**src/rtl/dmem_arb_pkg.sv**
```systemverilog
// Shared types and default sizing for the data-memory port arbiter.
// A DMA line is 512 bits moved as 16 words; MAX_GAP bounds how long a stalled burst may hold the port.
package dmem_arb_pkg;

    typedef enum logic {
        IDLE,
        DMA_BURST
    } state_t;

    typedef enum logic [1:0] {
        OWN_NONE,
        OWN_CPU,
        OWN_DMA
    } owner_t;

    localparam int DEFAULT_BURST_LEN = 16;
    localparam int DEFAULT_MAX_GAP   = 8;

endpackage

```
**src/rtl/dmem_port_arbiter_if.sv**
```systemverilog
// Bundle of CPU, DMA and memory-macro signals around the data-memory port arbiter.
// The slave side is the arbiter; the master side is everything around it.
interface dmem_port_arbiter_if #(
    parameter int ADDR_WIDTH = 32,
    parameter int DATA_WIDTH = 32
);

    logic                  cpu_req;
    logic                  cpu_we;
    logic [ADDR_WIDTH-1:0] cpu_addr;
    logic [DATA_WIDTH-1:0] cpu_wdata;
    logic                  cpu_stall;
    logic [DATA_WIDTH-1:0] cpu_rdata;
    logic                  cpu_rvalid;

    logic                  dma_req;
    logic                  dma_we;
    logic [ADDR_WIDTH-1:0] dma_addr;
    logic [DATA_WIDTH-1:0] dma_wdata;
    logic                  dma_grant;
    logic [DATA_WIDTH-1:0] dma_rdata;
    logic                  dma_rvalid;
    logic                  dma_busy;
    logic                  dma_abort;

    logic                  mem_en;
    logic                  mem_we;
    logic [ADDR_WIDTH-1:0] mem_addr;
    logic [DATA_WIDTH-1:0] mem_wdata;
    logic [DATA_WIDTH-1:0] mem_rdata;

    modport slave (
        input  cpu_req, cpu_we, cpu_addr, cpu_wdata,
        input  dma_req, dma_we, dma_addr, dma_wdata,
        input  mem_rdata,
        output cpu_stall, cpu_rdata, cpu_rvalid,
        output dma_grant, dma_rdata, dma_rvalid, dma_busy, dma_abort,
        output mem_en, mem_we, mem_addr, mem_wdata
    );

    modport master (
        output cpu_req, cpu_we, cpu_addr, cpu_wdata,
        output dma_req, dma_we, dma_addr, dma_wdata,
        output mem_rdata,
        input  cpu_stall, cpu_rdata, cpu_rvalid,
        input  dma_grant, dma_rdata, dma_rvalid, dma_busy, dma_abort,
        input  mem_en, mem_we, mem_addr, mem_wdata
    );

endinterface

```
**src/rtl/dmem_port_arbiter.sv**
```systemverilog
// Shares the single data-memory port between CPU single accesses and atomic DMA line bursts,
// alternating round-robin between them and steering one-cycle-latency read data back to the reader.
module dmem_port_arbiter
    import dmem_arb_pkg::*;
#(
    parameter int ADDR_WIDTH = 32,
    parameter int DATA_WIDTH = 32,
    parameter int BURST_LEN  = DEFAULT_BURST_LEN,
    parameter int MAX_GAP    = DEFAULT_MAX_GAP
) (
    input  logic clk,
    input  logic rst_n,
    dmem_port_arbiter_if.slave bus
);

    localparam int BEAT_W = $clog2(BURST_LEN + 1);
    localparam int GAP_W  = $clog2(MAX_GAP + 1);
    localparam logic [BEAT_W-1:0] LAST_BEAT = BEAT_W'(BURST_LEN - 1);
    localparam logic [GAP_W-1:0]  LAST_GAP  = GAP_W'(MAX_GAP - 1);

    state_t             state;
    logic [BEAT_W-1:0]  beat_cnt;
    logic [GAP_W-1:0]   gap_cnt;
    owner_t             last_owner;
    owner_t             rd_tag;

    logic cpu_grant;
    logic dma_grant;
    logic burst_done;
    logic abort_now;
    logic cpu_rvalid;
    logic dma_rvalid;

    // Inside a burst the DMA owns the port outright; in IDLE a tie goes to whoever did not go last.
    always_comb begin
        cpu_grant = 1'b0;
        dma_grant = 1'b0;
        if (rst_n) begin
            if (state == IDLE) begin
                dma_grant = bus.dma_req && (!bus.cpu_req || last_owner == OWN_CPU);
                cpu_grant = bus.cpu_req && !dma_grant;
            end else begin
                dma_grant = bus.dma_req;
            end
        end
    end

    assign burst_done = dma_grant && ((state == IDLE) ? (BURST_LEN == 1) : (beat_cnt == LAST_BEAT));
    assign abort_now  = rst_n && (state == DMA_BURST) && !bus.dma_req && (gap_cnt == LAST_GAP);

    always_ff @(posedge clk) begin
        if (!rst_n) begin
            state      <= IDLE;
            beat_cnt   <= '0;
            gap_cnt    <= '0;
            last_owner <= OWN_DMA;
            rd_tag     <= OWN_NONE;
        end else begin
            rd_tag <= OWN_NONE;
            if (cpu_grant && !bus.cpu_we) rd_tag <= OWN_CPU;
            if (dma_grant && !bus.dma_we) rd_tag <= OWN_DMA;

            case (state)
                IDLE: begin
                    if (dma_grant) begin
                        if (burst_done) begin
                            last_owner <= OWN_DMA;
                            beat_cnt   <= '0;
                        end else begin
                            state    <= DMA_BURST;
                            beat_cnt <= BEAT_W'(1);
                            gap_cnt  <= '0;
                        end
                    end else if (cpu_grant) begin
                        last_owner <= OWN_CPU;
                    end
                end
                DMA_BURST: begin
                    if (dma_grant) begin
                        gap_cnt <= '0;
                        if (burst_done) begin
                            state      <= IDLE;
                            last_owner <= OWN_DMA;
                            beat_cnt   <= '0;
                        end else begin
                            beat_cnt <= beat_cnt + BEAT_W'(1);
                        end
                    end else if (abort_now) begin
                        // A stalled DMA gives the port up; it counts as the DMA's turn for fairness.
                        state      <= IDLE;
                        last_owner <= OWN_DMA;
                        beat_cnt   <= '0;
                        gap_cnt    <= '0;
                    end else begin
                        gap_cnt <= gap_cnt + GAP_W'(1);
                    end
                end
            endcase
        end
    end

    always_comb begin
        bus.mem_en    = cpu_grant | dma_grant;
        bus.mem_we    = 1'b0;
        bus.mem_addr  = {ADDR_WIDTH{1'b0}};
        bus.mem_wdata = {DATA_WIDTH{1'b0}};
        if (dma_grant) begin
            bus.mem_we    = bus.dma_we;
            bus.mem_addr  = bus.dma_addr;
            bus.mem_wdata = bus.dma_wdata;
        end else if (cpu_grant) begin
            bus.mem_we    = bus.cpu_we;
            bus.mem_addr  = bus.cpu_addr;
            bus.mem_wdata = bus.cpu_wdata;
        end
    end

    assign cpu_rvalid = rst_n && (rd_tag == OWN_CPU);
    assign dma_rvalid = rst_n && (rd_tag == OWN_DMA);

    assign bus.cpu_stall  = rst_n && bus.cpu_req && !cpu_grant;
    assign bus.cpu_rvalid = cpu_rvalid;
    assign bus.cpu_rdata  = cpu_rvalid ? bus.mem_rdata : {DATA_WIDTH{1'b0}};

    assign bus.dma_grant  = dma_grant;
    assign bus.dma_rvalid = dma_rvalid;
    assign bus.dma_rdata  = dma_rvalid ? bus.mem_rdata : {DATA_WIDTH{1'b0}};
    assign bus.dma_busy   = rst_n && (state == DMA_BURST);
    assign bus.dma_abort  = abort_now;

endmodule

```
**src/flat_wrapper.sv**
```systemverilog
// flat-port wrapper written by rule: the top's interface ports become plain ports
module dmem_port_arbiter_flat import dmem_arb_pkg::*;
#(
    parameter int ADDR_WIDTH = 32,
    parameter int DATA_WIDTH = 32,
    parameter int BURST_LEN  = DEFAULT_BURST_LEN,
    parameter int MAX_GAP    = DEFAULT_MAX_GAP
)
  (clk, rst_n, bus_cpu_req, bus_cpu_we, bus_cpu_addr, bus_cpu_wdata, bus_dma_req, bus_dma_we, bus_dma_addr, bus_dma_wdata, bus_mem_rdata, bus_cpu_stall, bus_cpu_rdata, bus_cpu_rvalid, bus_dma_grant, bus_dma_rdata, bus_dma_rvalid, bus_dma_busy, bus_dma_abort, bus_mem_en, bus_mem_we, bus_mem_addr, bus_mem_wdata);
  dmem_port_arbiter_if #(.ADDR_WIDTH(ADDR_WIDTH), .DATA_WIDTH(DATA_WIDTH)) bus_i ();
  input  logic clk;
  input  logic rst_n;
  input wire logic [$bits(bus_i.cpu_req)-1:0] bus_cpu_req;
  input wire logic [$bits(bus_i.cpu_we)-1:0] bus_cpu_we;
  input wire logic [$bits(bus_i.cpu_addr)-1:0] bus_cpu_addr;
  input wire logic [$bits(bus_i.cpu_wdata)-1:0] bus_cpu_wdata;
  input wire logic [$bits(bus_i.dma_req)-1:0] bus_dma_req;
  input wire logic [$bits(bus_i.dma_we)-1:0] bus_dma_we;
  input wire logic [$bits(bus_i.dma_addr)-1:0] bus_dma_addr;
  input wire logic [$bits(bus_i.dma_wdata)-1:0] bus_dma_wdata;
  input wire logic [$bits(bus_i.mem_rdata)-1:0] bus_mem_rdata;
  output wire logic [$bits(bus_i.cpu_stall)-1:0] bus_cpu_stall;
  output wire logic [$bits(bus_i.cpu_rdata)-1:0] bus_cpu_rdata;
  output wire logic [$bits(bus_i.cpu_rvalid)-1:0] bus_cpu_rvalid;
  output wire logic [$bits(bus_i.dma_grant)-1:0] bus_dma_grant;
  output wire logic [$bits(bus_i.dma_rdata)-1:0] bus_dma_rdata;
  output wire logic [$bits(bus_i.dma_rvalid)-1:0] bus_dma_rvalid;
  output wire logic [$bits(bus_i.dma_busy)-1:0] bus_dma_busy;
  output wire logic [$bits(bus_i.dma_abort)-1:0] bus_dma_abort;
  output wire logic [$bits(bus_i.mem_en)-1:0] bus_mem_en;
  output wire logic [$bits(bus_i.mem_we)-1:0] bus_mem_we;
  output wire logic [$bits(bus_i.mem_addr)-1:0] bus_mem_addr;
  output wire logic [$bits(bus_i.mem_wdata)-1:0] bus_mem_wdata;
  assign bus_i.cpu_req = bus_cpu_req;
  assign bus_i.cpu_we = bus_cpu_we;
  assign bus_i.cpu_addr = bus_cpu_addr;
  assign bus_i.cpu_wdata = bus_cpu_wdata;
  assign bus_i.dma_req = bus_dma_req;
  assign bus_i.dma_we = bus_dma_we;
  assign bus_i.dma_addr = bus_dma_addr;
  assign bus_i.dma_wdata = bus_dma_wdata;
  assign bus_i.mem_rdata = bus_mem_rdata;
  assign bus_cpu_stall = bus_i.cpu_stall;
  assign bus_cpu_rdata = bus_i.cpu_rdata;
  assign bus_cpu_rvalid = bus_i.cpu_rvalid;
  assign bus_dma_grant = bus_i.dma_grant;
  assign bus_dma_rdata = bus_i.dma_rdata;
  assign bus_dma_rvalid = bus_i.dma_rvalid;
  assign bus_dma_busy = bus_i.dma_busy;
  assign bus_dma_abort = bus_i.dma_abort;
  assign bus_mem_en = bus_i.mem_en;
  assign bus_mem_we = bus_i.mem_we;
  assign bus_mem_addr = bus_i.mem_addr;
  assign bus_mem_wdata = bus_i.mem_wdata;
  dmem_port_arbiter #(.ADDR_WIDTH(ADDR_WIDTH), .DATA_WIDTH(DATA_WIDTH), .BURST_LEN(BURST_LEN), .MAX_GAP(MAX_GAP)) u_core (.clk(clk), .rst_n(rst_n), .bus(bus_i));
endmodule
```
**config.mk**
```make
export PLATFORM = sky130hd
export DESIGN_NAME = dmem_port_arbiter_flat
export DESIGN_NICKNAME = d
export VERILOG_FILES = /design/src/rtl/dmem_arb_pkg.sv /design/src/rtl/dmem_port_arbiter_if.sv /design/src/rtl/dmem_port_arbiter.sv /design/src/flat_wrapper.sv
export SDC_FILE = /design/constraint.sdc
export NUM_CORES = 1
export LEC_CHECK = 0
export BUFFER_PORTS_ARGS = -buffer_cell sky130_fd_sc_hd__clkbuf_2
export CAP_MARGIN = 15
export CORE_AREA = 2 2 117 119
export DETAILED_ROUTE_END_ITERATION = 10
export DIE_AREA = 0 0 119 121
export GPL_TIMING_DRIVEN = 0
export PLACE_DENSITY = 0.57
export SLEW_MARGIN = 15
export SYNTH_ARGS = -nofsm -noshare
export SYNTH_HDL_FRONTEND = slang
export SYNTH_SLANG_ARGS = --single-unit
```
**constraint.sdc**
```tcl
create_clock -name clk -period 1.7 [get_ports clk]
set_input_delay 0.255 -clock clk [delete_from_list [all_inputs] [get_ports clk]]
set_output_delay 0.255 -clock clk [all_outputs]
set_load 0.1 [all_outputs]
```
After elaboration in Yosys (flattened, before gate mapping)
Cells that the tools add are included.

word-level totals
  bits in registers = 14
  bits in latches = 0
  bits in writable memories = 0
  bits in read-only memories = 0
  input port bits = 166
  output and inout port bits = 136
  word-level logic and storage cells = 80
  memories = 0

operators by class
  add/subtract/negate cells = 2
  multipliers = 0
  div/mod/pow operators = 0
  $lt $le $gt $ge = 0
  eq/ne operators = 9
  shifts and indexed selects = 0
  muxes and demuxes = 37
  bitwise logic cells = 3
  reduce and logical (&&, ||, !) cells = 23

operators with widths
  kind                                                    count
  2-to-1 mux 32 bit                                       6
  2-to-1 mux 5 bit                                        4
  2-to-1 mux 4 bit                                        4
  2-to-1 mux 1 bit                                        13
  logical AND 1 bit                                       12
  2-to-1 mux 2 bit                                        6
  case mux 5 bit (2 select lines)                         1
  case mux 4 bit (2 select lines)                         1
  zero test 1 bit                                         6
  AND reduction 2 bit                                     3
  adder 5 x 1 -> 5 bit (second input constant)            1
  equality test 5 x 4 -> 1 bit (second input constant)    1
  adder 4 x 1 -> 4 bit (second input constant)            1
  equality test 2 x 1 -> 1 bit (second input constant)    2
  equality test 4 x 3 -> 1 bit (second input constant)    1
  case mux 2 bit (2 select lines)                         1
  inequality test 3 x 1 -> 1 bit (second input constant)  1
  inequality test 3 bit (second input constant)           1
  equality test 2 bit (second input constant)             1
  inequality test 2 x 1 -> 1 bit (second input constant)  1
  inequality test 2 bit (second input constant)           1
  NOT 1 bit                                               2
  case mux 1 bit (2 select lines)                         1
  OR reduction 2 bit                                      1
  2 further kinds                                         2

Depth between registers and ports, before layout
  depth after elaboration = 10
  gate-level depth with buffers = 7
  mapped depth without buffers = 7

Worst setup path before layout
Ideal clock, no wire load.

  path type = input -> output
  start = input port rst_n
  end = output port bus_dma_rdata[22]
  arrival time = 2467 ps
  data required time = 1445 ps
  setup slack = -1022 ps
  stages = 5
  path through = buf_6 -> nand2_1 -> nor2_1 -> clkbuf_1 -> and2_1

on the way
  longest elaborated chain between the ends = 2

ends and longest elaborated chain
  item                RTL line                  RTL
  from (decl)         flat_wrapper.sv:12        input logic rst_n;
  logical AND 1 bit   dmem_port_arbiter.sv:119  assign dma_rvalid = rst_n && (rd_tag == OWN_DMA);
  via bus_dma_rvalid  flat_wrapper.sv:27        output wire logic [$bits(bus_i.dma_rvalid)-1:0] bus_dma_rvalid;
  2-to-1 mux 32 bit   dmem_port_arbiter.sv:127  assign bus.dma_rdata = dma_rvalid ? bus.mem_rdata : {DATA_WIDTH{1'b0}};
  to (decl)           flat_wrapper.sv:26        output wire logic [$bits(bus_i.dma_rdata)-1:0] bus_dma_rdata;

The timed path passes the listed nets, and every way through them passes these cells.

Worst setup path in the final report
  start = register u_core.last_owner[0]
  end = output port bus_mem_addr[13]

on the way
  longest elaborated chain between the ends = 9
  elaborated cells on any way between the ends = 11
  those cells by class = 1 x eq/ne; 6 x mux; 4 x reduce/logical

ends and longest elaborated chain
  item                              RTL line                  RTL
  from (decl)                       dmem_port_arbiter.sv:24   owner_t last_owner;
  from (signal assigned)            dmem_port_arbiter.sv:56   last_owner <= OWN_DMA;
  from (signal assigned)            dmem_port_arbiter.sv:67   last_owner <= OWN_DMA;
  from (signal assigned)            dmem_port_arbiter.sv:75   last_owner <= OWN_CPU;
  equality test 2 x 1 -> 1 bit (*)  dmem_port_arbiter.sv:40   dma_grant = bus.dma_req && (!bus.cpu_req || last_owner == OWN_CPU);
  logical OR 1 bit (*)              dmem_port_arbiter.sv:40
  logical AND 1 bit (*)             dmem_port_arbiter.sv:40
  zero test 1 bit                   dmem_port_arbiter.sv:41   cpu_grant = bus.cpu_req && !dma_grant;
  logical AND 1 bit                 dmem_port_arbiter.sv:41
  2-to-1 mux 1 bit                  dmem_port_arbiter.sv:39   if (state == IDLE) begin
  2-to-1 mux 1 bit                  dmem_port_arbiter.sv:38   if (rst_n) begin
  2-to-1 mux 32 bit                 dmem_port_arbiter.sv:111  end else if (cpu_grant) begin
  2-to-1 mux 32 bit (*)             dmem_port_arbiter.sv:107  if (dma_grant) begin
  to (decl)                         flat_wrapper.sv:32        output wire logic [$bits(bus_i.mem_addr)-1:0] bus_mem_addr;

Every way passes the cells marked *; elsewhere a longest branch is shown, timed or not.

==> flow_metrics.py <==
metrics = {
    "run_status": {
        "status": "finished with violations",
        "violations": "negative setup slack",
    },
    "placement": {
        "place_area_um2": 4325,
        "dp.final_hpwl_mm": 9.831,
        "gp_congestion": 0.8087,
        "dp.cells": 711,
        "place_ws_ps": -607.8,
        "io_buffers": 299,
    },
    "clock_network": {
        "cts_tree": "built",
        "ctsRootBufferMaster": "clkbuf_16",
        "clock-sinks": 14,
        "cts_buffers": 3,
        "clock_latency_ps": 240,
        "htree_levels": 1,
        "postCtsHoldBufs": 0,
        "ctsLongestPathBuffers": 2,
        "clkTransAtPathRegs_ps": 50,
    },
    "floorplan": {
        "core_area_um2": 13090,
        "num_rows": 42,
        "dieHeight_um": 121,
        "start_util": 0.1452,
        "die_area_um2": 14400,
        "io_pins": 302,
        "dieWidth_um": 119,
    },
    "yosys": {
        "synth_most_common_cell": "a22o_1",
        "synth-main-ff-cell": "dfxtp_1",
        "synth_top_cells_by_count": "a22o_1 (65), and2_1 (64), buf_6 (15)",
        "netlist.area_leader.share": 0.2997,
        "yosys-top-cells-area": "a22o_1 (30%), and2_1 (21%), dfxtp_1 (15%)",
        "syn_area_per_cell_um2": 8.048,
        "synth_top_area_cell": "a22o_1",
        "yosysWarnings": 0,
        "ys_ff_latch": 14,
        "async_reset_ff_frac": 0,
        "synth.distinct_cells": 40,
        "syn_nets": 405,
        "yosysSeqAreaShare": 0.1476,
        "synth_enable_flop_cells": 0,
        "syn_inst": 236,
        "syn_area_um2": 1899,
    },
    "sta": {
        "finalHoldViolCount": 0,
        "worst_pin_slew_ps": 538.3,
        "finalCritPeriodShare": 1.207,
        "setup_tns_ps": -23900,
        "layout_setup_ws_ps": -352.6,
        "relSlewSlack": 0.6427,
        "max_freq_mhz": 487.2,
        "holdWs_ps": 189.5,
        "rsz0062_at_grt": "true",
        "drv_slew": 0,
        "finalSetupViolCount": 106,
        "skew_ps": 1.143,
        "min_period_ps": 2053,
    },
    "global_route": {
        "grt_overflow": 0,
        "grt_pass1_vias": 3631,
        "grt_antenna_before_repair": 1,
        "grt_max_degree": 11,
        "grt_usage": 0.1824,
        "grt_pass1_wl_mm": 20.64,
    },
    "drt": {
        "drc_errors": 0,
        "vias_per_cell": 4.517,
        "post_drt_wl_per_cell_um": 21.08,
        "antenna_left": 0,
        "num_vias": 3329,
        "drtIter0Drc": 139,
        "drt_first_pass_iters": 4,
        "drt-total-wl_mm": 15.53,
    },
    "layout": {
        "drive_gt1_frac": 0.8839,
        "area_growth_pct": 281.6,
        "finish.instance_area_um2": 7247,
        "multi_input_comb_area_um2": 2203,
        "final_util": 0.5538,
        "final_cell_count_no_fill": 737,
        "ff_latch_area_um2": 294.0,
        "fillCellCount": 989,
        "nets": 731,
    },
    "worst_setup_path": {
        "worst-endpoint-required_ps": 1440,
        "endpoint_kind": "output port",
        "critPathLaunchType": "flop",
        "crit_arrival_ps": 1800,
        "ff2ff_setup_slack_ps": 50,
        "criticalPathCategory": "flop to output port",
        "path_max_fanout": 10,
    },
    "power": {
        "vdd_ir_drop_max_mv": 0.3722,
        "power.density_nw_per_um2": 446.1,
        "power_mw": 3.233,
        "leakage_nw": 3.479,
    },
    "run": {
        "drv_cap": 0,
    },
    "min_path": {
        "hold_path.class": "input port to flop",
    },
}
-- routing by layer --
metal	wire, um	track usage	part of all wire
met3	1258	0.04229	0.081
met2	8272	0.3642	0.53
met5	0	0	0
met1	5472	0.1901	0.35
met4	530	0.04464	0.034
-- timing repair --
item | CTS | global route
setup buffers | 8 | 9
pin swaps | 3 | 47
cloned | 1 | 5
gates resized for setup | 379 | 182
setup endpoints to repair | 138 | 131
-- layout make-up --
type / instances / share of cell area
antenna: 1 / 0.0003453
buffer: 24 / 0.04575
clock buffer: 3 / 0.01036
inverter: 3 / 0.001554
multi-input combinational: 195 / 0.3040
sequential: 14 / 0.04057
tap: 176 / 0.03039
timing repair buffer: 321 / 0.5670
-- power by group --
group	switching, mW	leakage, nW	internal [mW]
Combinational	1.42	3.32	1.02
Clock	0.132	0.0370	0.307
Sequential	0.00871	0.117	0.337
-- worst paths after layout --
kind | start | endpoint | cells after the start
max | u_core.last_owner[0] | bus_mem_addr[13] | 6
max reg2reg | u_core.last_owner[0] | u_core.gap_cnt[0] | 7
min | bus_dma_we | u_core.rd_tag[1] | 2
min reg2reg | u_core.beat_cnt[4] | u_core.beat_cnt[4] | 2
-- sequential cells by signal (all words and copies together) (netlist names) --
| signal | count |
|---|---|
| u_core.beat_cnt | 5 |
| u_core.gap_cnt | 4 |
| u_core.last_owner | 2 |
| u_core.rd_tag | 2 |
| u_core.state | 1 |
-- cell usage in the layout (no fill, tap or decap), types with 3 or more instances in the layout --
cell	synthesis	final
buf_12	0	58
dfxtp_1	14	7
buf_6	15	18
clkbuf_2	0	164
a22o_4	0	65
o21a_1	3	3
buf_8	0	5
inv_1	3	3
and2_1	64	6
nor2b_1	3	3
buf_4	0	14
clkbuf_16	0	84
and2_4	0	56
nor2_1	7	5
dfxtp_2	0	5
nand2_1	14	13
-- worst max-delay path, cell delays in order (launching register included) --
cell and delay [ps]:
dfxtp_2 310, nor2b_4 120, o311a_4 330, buf_12 170
buf_12 150, a22o_4 260, clkbuf_16 200
-- cells by family after synthesis --
logic type / count (synthesis) / synth area share
AO/OA/AOI/OAI: 83 / 0.3762
AND/OR/NAND/NOR: 108 / 0.3399
flip-flops: 14 / 0.1476
buffers and inverters: 28 / 0.1166
adder cells (fa/ha/maj): 3 / 0.01976
Note: power is estimated with default switching activity, not from simulation.
